===== src/rtl/filter_ctrl.sv =====
// rtl/filter_ctrl.sv - sample-period sequencer for a serial-multiply IIR stage.
// Staged coefficients and the input sample are latched only at LOAD so they stay stable while multiplying.
module filter_ctrl #(
  parameter int unsigned DIV         = 32,
  parameter int unsigned MULT_CYCLES = 8
) (
  input  logic        clk,
  input  logic        rst,
  input  logic        en,
  input  logic        din_valid,
  input  logic [15:0] din,
  output logic        din_ready,
  input  logic        cfg_we,
  input  logic [1:0]  cfg_addr,
  input  logic [7:0]  cfg_wdata,
  output logic [15:0] din_q,
  output logic [7:0]  coef_a,
  output logic [7:0]  coef_b,
  output logic        mult_rst,
  output logic        sample_stb,
  output logic        busy,
  output logic        underrun
);

  typedef enum logic [2:0] {IDLE, LOAD, MULT, COMMIT, WAIT} state_t;

  localparam logic [15:0] CNT_LAST  = 16'(DIV - 1);
  localparam logic [15:0] MULT_LAST = 16'(MULT_CYCLES);

  state_t      state_q, state_d;
  logic [15:0] cnt_q, cnt_d;
  logic [15:0] din_q_q, din_q_d;
  logic [7:0]  coef_a_q, coef_a_d, coef_b_q, coef_b_d;
  logic [7:0]  stg_a_q, stg_a_d, stg_b_q, stg_b_d;
  logic        pend_a_q, pend_a_d, pend_b_q, pend_b_d;
  logic        underrun_q, underrun_d;
  logic        mult_rst_q, mult_rst_d;
  logic        sample_stb_q, sample_stb_d;
  logic        busy_q, busy_d;
  logic        load, und_set, und_clr;

  always_comb begin
    state_d  = state_q;
    cnt_d    = cnt_q;
    din_q_d  = din_q_q;
    coef_a_d = coef_a_q;
    coef_b_d = coef_b_q;
    stg_a_d  = stg_a_q;
    stg_b_d  = stg_b_q;
    pend_a_d = pend_a_q;
    pend_b_d = pend_b_q;
    und_set  = 1'b0;
    und_clr  = 1'b0;
    load     = (state_q == LOAD);

    case (state_q)
      IDLE: begin
        cnt_d = '0;
        if (en) state_d = LOAD;
      end
      LOAD: begin
        cnt_d   = 16'd1;
        state_d = (MULT_CYCLES == 0) ? COMMIT : MULT;
      end
      MULT: begin
        cnt_d = cnt_q + 16'd1;
        if (cnt_q == MULT_LAST) state_d = COMMIT;
      end
      COMMIT, WAIT: begin
        // Minimum DIV lets COMMIT sit on the last count and go straight back to LOAD
        if (cnt_q == CNT_LAST) begin
          cnt_d   = '0;
          state_d = LOAD;
        end else begin
          cnt_d   = cnt_q + 16'd1;
          state_d = WAIT;
        end
      end
      default: begin
        cnt_d   = '0;
        state_d = IDLE;
      end
    endcase

    if (!en && state_q != IDLE) begin
      state_d = IDLE;
      cnt_d   = '0;
    end

    if (load) begin
      if (din_valid) din_q_d = din;
      else           und_set = 1'b1;
      if (pend_a_q) begin
        coef_a_d = stg_a_q;
        pend_a_d = 1'b0;
      end
      if (pend_b_q) begin
        coef_b_d = stg_b_q;
        pend_b_d = 1'b0;
      end
    end

    // A write landing on LOAD re-arms pending after the copy above, so it waits one period
    if (cfg_we) begin
      case (cfg_addr)
        2'd0: begin
          stg_a_d  = cfg_wdata;
          pend_a_d = 1'b1;
        end
        2'd1: begin
          stg_b_d  = cfg_wdata;
          pend_b_d = 1'b1;
        end
        2'd2:    und_clr = 1'b1;
        default: ;
      endcase
    end

    underrun_d   = und_set | (underrun_q & ~und_clr);
    mult_rst_d   = (state_d == IDLE) || (state_d == LOAD);
    sample_stb_d = (state_d == COMMIT);
    busy_d       = (state_d != IDLE);
  end

  always_ff @(posedge clk) begin
    if (rst) begin
      state_q      <= IDLE;
      cnt_q        <= '0;
      din_q_q      <= '0;
      coef_a_q     <= '0;
      coef_b_q     <= '0;
      stg_a_q      <= '0;
      stg_b_q      <= '0;
      pend_a_q     <= 1'b0;
      pend_b_q     <= 1'b0;
      underrun_q   <= 1'b0;
      mult_rst_q   <= 1'b1;
      sample_stb_q <= 1'b0;
      busy_q       <= 1'b0;
    end else begin
      state_q      <= state_d;
      cnt_q        <= cnt_d;
      din_q_q      <= din_q_d;
      coef_a_q     <= coef_a_d;
      coef_b_q     <= coef_b_d;
      stg_a_q      <= stg_a_d;
      stg_b_q      <= stg_b_d;
      pend_a_q     <= pend_a_d;
      pend_b_q     <= pend_b_d;
      underrun_q   <= underrun_d;
      mult_rst_q   <= mult_rst_d;
      sample_stb_q <= sample_stb_d;
      busy_q       <= busy_d;
    end
  end

  assign din_ready  = load & din_valid;
  assign din_q      = din_q_q;
  assign coef_a     = coef_a_q;
  assign coef_b     = coef_b_q;
  assign mult_rst   = mult_rst_q;
  assign sample_stb = sample_stb_q;
  assign busy       = busy_q;
  assign underrun   = underrun_q;

endmodule


===== config.mk =====
export PLATFORM = sky130hd
export DESIGN_NAME = filter_ctrl
export DESIGN_NICKNAME = d
export VERILOG_FILES = /design/src/rtl/filter_ctrl.sv
export SDC_FILE = /design/constraint.sdc
export NUM_CORES = 1
export LEC_CHECK = 0
export BUFFER_PORTS_ARGS = -buffer_cell sky130_fd_sc_hd__buf_2
export CORE_ASPECT_RATIO = 0.75
export CORE_MARGIN = 1.5
export CORE_UTILIZATION = 53
export DETAILED_ROUTE_END_ITERATION = 8
export PLACE_DENSITY = 0.86
export RECOVER_POWER = 100
export SLEW_MARGIN = 20
export SYNTH_ARGS = -nofsm -noshare
export SYNTH_HDL_FRONTEND = slang
export SYNTH_SLANG_ARGS = --single-unit
export TNS_END_PERCENT = 20

===== constraint.sdc =====
create_clock -name clk -period 2.4 [get_ports clk]
set_input_delay 0.48 -clock clk [delete_from_list [all_inputs] [get_ports clk]]
set_output_delay 0.48 -clock clk [all_outputs]
set_load 0.01 [all_outputs]

==> impl_metrics.ini, run 1 <==
[final_layout]
final_nets = 422
drive_above_1_share_pct = 14.0
area_growth_syn_to_layout_pct = 17.4
ff_latch_area_um2 = 1460
num_antenna_cells = 0
nFillCells = 459
final_cell_mix = nand2_1, dfxtp_1, clkbuf_1
fin_area_um2 = 3420
layout_commonest_cell = nand2_1
multi_input_area_um2 = 1320

[critical_path]
critPathTopFamily = simple AND/OR/NAND/NOR gates
r2r-start = cnt_q[0]
critPathLaunchType = register
worstPathMaxFanout = 17
ff2ff_path_depth = 5
required_ns = 1.92
slowest_delay_ns = 0.48
crit_path_cell_trace = nor3b_4, nand2_1, inv_2, clkbuf_1
timing.rr.end = cnt_q[1]
crit_path_end_kind = primary output
cp_slowest_cell = dfxtp_1
cp-startpoint = state_q[0]
crit_arrival_ns = 1.73
r2r_setup_slack_ns = 0.33
crit_buf_inv = 2
criticalPathCategory = register to primary output

[sta]
grt_setup_unrepaired = no
fin_tns_setup_ns = 0
fmax_mhz = 453
skew_ns = 0.0106
finalHoldViolCount = 0
worstMarginPinSlew_ns = 0.685
max_slew_margin_pct = 53.7
slew_viol_final = 0
min_period_over_period_pct = 91.9
final-setup-viol-count = 0
layout_min_cycle_time_ns = 2.21

[run_status]
status = finished clean

[die]
core-area_um2 = 5320
num_rows = 23
ios = 68
start_util_pct = 54.7
die_h_um = 67.2
fp.dieW_um = 88.6
die_area_um2 = 5960

[global_routing]
antenna_found_initial = 0
grt.overflow.total = 0
grt_max_degree = 52
grt_pass1_wl_mm = 9.68
grt_pass1_vias = 2162
grt_use_total_pct = 21.4

[worst_hold_path]
hp-start = din[9]
min_to = din_q[9]
min_path_cells = 3
hold_class = input pin to register

[detailed_routing]
wl_mm = 6.08
top_layer = met4
viasPerCell = 5.20
drtPass1Iterations = 4
drt_iter0_drc = 123
drt-met1-wl_mm = 2.88
post-route-drc-count = 0
avgRoutedWirePerCell_um = 13.0
route.met2.wl_mm = 2.67
ant_nets = 0
vias = 2439
wl_met3_um = 440

[power]
ir_drop_v = 0.000590
power_density_nw_per_um2 = 719
p_leak_uw = 0.00126
totalPowerFinal_uw = 2460

[cts]
cts_buffer_depth = 2
htree_num_levels = 3
clk_pin_slew_worst_paths_ns = 0.08
post-cts-setup-buffers = 0
numClockSinks = 73
cts_resized = 0
holdBufCountCts = 0
cts_root_buf = clkbuf_8
numCtsBuffers = 9
clk_latency_ns = 0.34
cts_tree = yes

[yosys]
syn_avg_cell_area_um2 = 8.88
netlist_area_um2 = 2910
async_flop_share_pct = 0
synth_nets = 361
syn_inst = 328
ys_seq_elements = 73
synth_cell_type_count = 44
ys_seq_area_share_pct = 50.2
synth_edf_count = 0
synth_warnings = 0
synth_ff_type = dfxtp_1

[place]
dp.final_hpwl_mm = 4.40
routabilityCongestion = 0.845
dpl_cell_area_um2 = 3260
portBuffers = 67

[job]
max-cap-violations = 0
==> power by group <==
part / internal [uW] / switching [uW]
sequential: 1240 / 17.8
clock: 612 / 445
combinational: 59.4 / 88.7
==> stage by stage <==
step	std cells	setup WS [ns]	hold WS (ns)	utilization [%]
floorplan	328	0.659	0.431	-
global placement	453	0.552	0.439	61.3
detailed placement	453	0.476	0.443	61.3
CTS	469	0.110	0.350	65.5
global route	469	0.0364	0.362	64.3
finish	469	0.194	0.366	64.3
==> cell usage after synthesis, types with 2 or more instances <==
library cell	n	share of area [%]
nand2_1	75	9.7
dfxtp_1	73	50
a21oi_1	36	6.2
nor2_1	21	2.7
mux2i_1	16	5.5
nor3_1	13	2.2
xor2_1	11	3.3
clkbuf_1	10	1.3
buf_2	6	1.0
nand4_1	6	1.3
and2_1	5	1.1
nand3_1	5	0.86
inv_1	4	0.52
a31oi_1	3	0.64
and4_1	3	0.90
nor3b_1	3	0.77
nor4b_1	3	0.90
o21ai_0	3	0.52
a211o_1	2	0.60
and4_2	2	0.69
ha_1	2	0.86
nand2b_1	2	0.43
nor4_1	2	0.43
xnor2_1	2	0.60
==> cells by family (layout without fill, tap and decap cells) <==
group | after synthesis | in the layout | synth area share [%]
xor+xnor | 13 | 13 | 3.91
fa+ha+maj | 3 | 3 | 1.20
compound gates | 48 | 48 | 9.79
buf+inv | 25 | 91 | 4.12
mux | 16 | 16 | 5.50
flops | 73 | 73 | 50.2
simple gates | 150 | 150 | 25.3
==> worst max path at each step <==
stage                 to  slack (ns)  cells after the start
2_1_floorplan  din_ready        0.66                      5
3_3_place_gp   din_ready        0.55                      4
3_5_place_dp   din_ready        0.48                      4
4_1_cts        din_ready        0.11                      4
5_1_grt        din_ready        0.04                      4
6_report       din_ready        0.19                      4
==> registers in the layout, indices dropped and copies added (netlist names) <==
signal and flops:
sample_stb 1, busy 1, pend_a_q 1, coef_b 8, underrun 1, stg_a_q 8
cnt_q 16, coef_a 8, din_q 16, state_q 3, mult_rst 1, pend_b_q 1
stg_b_q 8
==> metal layers <==
metal  vias to the layer above  global-route usage, %
li1                       1237                      -
met1                      1109                   28.5
met2                        83                   30.6
met3                        10                   8.80
met4                         0                   9.38
met5                         -                      0
==> layout make-up <==
cell class	instances	area share, %
flip-flops and latches	73	42.7
multi-input cells	230	38.6
repair buffers	70	8.96
clock buffers	11	4.13
well taps	75	2.74
clock inverters	5	2.30
inverters	5	0.549
==> tightest hold or removal path: stages <==
cell and delay [ns]:
buf_2 0.09, nand2_1 0.04, a21oi_1 0.05
Note: power is estimated with default switching activity, not from simulation.
==> run 2, diff against run 1 <==
--- a/config.mk
+++ b/config.mk
@@ -5,11 +5,13 @@
 export SDC_FILE = /design/constraint.sdc
 export NUM_CORES = 1
 export LEC_CHECK = 0
+export ABC_AREA = 1
 export BUFFER_PORTS_ARGS = -buffer_cell sky130_fd_sc_hd__buf_2
 export CORE_ASPECT_RATIO = 0.75
 export CORE_MARGIN = 1.5
-export CORE_UTILIZATION = 53
+export CORE_UTILIZATION = 54
 export DETAILED_ROUTE_END_ITERATION = 8
+export MAX_ROUTING_LAYER = met4
 export PLACE_DENSITY = 0.86
 export RECOVER_POWER = 100
 export SLEW_MARGIN = 20
==> impl_metrics.ini, run 2 <==
[sta]
fmax_mhz = 499
min_period_over_period_pct = 83.5
worstMarginPinSlew_ns = 0.819
max_slew_margin_pct = 45.0
final-setup-viol-count = 0
slew_viol_final = 0
skew_ns = 0.00664
grt_setup_unrepaired = no
layout_min_cycle_time_ns = 2.00
finalHoldViolCount = 0
fin_tns_setup_ns = 0

[power]
power_density_nw_per_um2 = 692
totalPowerFinal_uw = 2490
p_leak_uw = 0.00147
ir_drop_v = 0.000545

[yosys]
synth_cell_type_count = 32
synth_common_cells = nand2_1, dfxtp_1, nor2_1, inv_1, a21oi_1
ys_seq_elements = 73
synth_nets = 439
netlist_area_um2 = 3110
syn_avg_cell_area_um2 = 7.65
async_flop_share_pct = 0
ys_seq_area_share_pct = 47.1
syn_inst = 406
synth_warnings = 0
post-synth-top-count-cell = nand2_1
yosysTopAreaCell = dfxtp_1
synthTopCellsByArea = dfxtp_1, nand2_1, nor2_1, a21oi_1, inv_1
yosys.area.top_type_share_pct = 47.1
synth_edf_count = 0
synth_ff_type = dfxtp_1

[global_routing]
grt_pass1_wl_mm = 11.0
grt.overflow.total = 0
antenna_found_initial = 0
grt_use_total_pct = 23.3
grt_pass1_vias = 2422
grt_max_degree = 37

[worst_hold_path]
min_path_cells = 3
min_to = din_q[11]
hp-start = din[11]
hold_class = input pin to register

[critical_path]
crit_path_cell_trace = inv_1, nor3_4, nand2_4, inv_6, clkbuf_1
crit_path_end_kind = primary output
ff2ff_path_depth = 10
cp_slowest_cell = dfxtp_1
critPathLaunchType = register
worstPathMaxFanout = 17
r2r_setup_slack_ns = 0.73
criticalPathCategory = register to primary output
slowest_delay_ns = 0.38
r2r-start = cnt_q[0]
required_ns = 1.92
crit_arrival_ns = 1.52
timing.rr.end = cnt_q[9]

[cts]
holdBufCountCts = 0
cts_buffer_depth = 2
cts_resized = 0
numClockSinks = 73
post-cts-setup-buffers = 0
cts_root_buf = clkbuf_8
cts_tree = yes
numCtsBuffers = 9
clk_latency_ns = 0.34
htree_num_levels = 3
clk_pin_slew_worst_paths_ns = 0.08

[detailed_routing]
viasPerCell = 4.97
wl_met3_um = 459
drt-met1-wl_mm = 3.34
vias = 2751
ant_nets = 0
drt_iter0_drc = 223
wl_mm = 6.73
top_layer = met4
avgRoutedWirePerCell_um = 12.2
route.met2.wl_mm = 2.86
post-route-drc-count = 0
drtPass1Iterations = 4

[place]
routabilityCongestion = 0.858
dp.final_hpwl_mm = 4.87
portBuffers = 67
dp.cells = 538

[die]
num_rows = 23
fp.dieW_um = 90.6
ios = 68
die_h_um = 68.7
core-area_um2 = 5440
start_util_pct = 57.1
die_area_um2 = 6220

[final_layout]
finalNonFillerCells = 553
area_growth_syn_to_layout_pct = 16.0
final_cell_mix = nand2_1, dfxtp_1, nor2_1
drive_above_1_share_pct = 14.2
num_antenna_cells = 0
final_nets = 507
layout_commonest_cell = nand2_1

[job]
max-cap-violations = 0

[run_status]
status = finished clean
## run 2: power breakdown
part,total (uW),leakage [uW],switching [uW],internal (uW)
registers,1260,0.000592,21.0,1240
logic,155,0.000767,101,53.4
clock network,1080,0.000112,439,638
total,2490,0.00147,561,1930
## run 2: kinds of logic after synthesis
family	synth area share (%)
AO/OA/AOI/OAI	12.5
XOR/XNOR	2.54
adder cells (fa/ha/maj)	0.806
buffers and inverters	8.94
flip-flops	47.1
AND/OR/NAND/NOR	28.2
## run 2: per-stage QoR
stage / hold slack, ns / worst slack (ns) / utilization (%) / cell area (um^2)
6_report: 0.375 / 0.397 / 66.3 / 3600
5_1_grt: 0.365 / 0.284 / 66.3 / 3600
4_1_cts: 0.364 / 0.395 / 67.9 / 3690
3_5_place_dp: 0.439 / 0.775 / 63.7 / 3460
3_3_place_gp: 0.434 / 0.829 / 63.7 / 3460
2_1_floorplan: 0.424 / 0.987 / - / 3110
## run 2: worst max-delay path, delay by kind of cell, from the launching register on
kind	cells	cell delay, ns
buffers and inverters	3	0.46
flip-flops	1	0.38
AND/OR/NAND/NOR	2	0.36
## run 2: worst max path at each step
stage / to / cells after the start / start / slack [ns]
finish: din_ready / 5 / state_q[0] / 0.40
global route: din_ready / 5 / state_q[0] / 0.28
CTS: din_ready / 5 / state_q[0] / 0.40
detailed placement: din_ready / 5 / state_q[0] / 0.78
global placement: stg_a_q[5] / 5 / cfg_addr[0] / 0.83
floorplan: din_ready / 5 / state_q[0] / 0.99
## run 2: per-layer routing
metal | vias to the layer above | global-route usage (%)
li1 | 1419 | -
met1 | 1227 | 30.9
met2 | 95 | 34.1
met3 | 10 | 6.58
met4 | 0 | 8.53
met5 | - | -
## run 2: area by class of cell
cell class                 instances  area [um^2]
clock inverter                     4         76.3
clock buffer                      11          151
fill                             470         1840
inverter                          50          193
sequential                        73         1460
tap                               75         93.8
timing repair buffer              69          302
multi-input combinational        271         1330
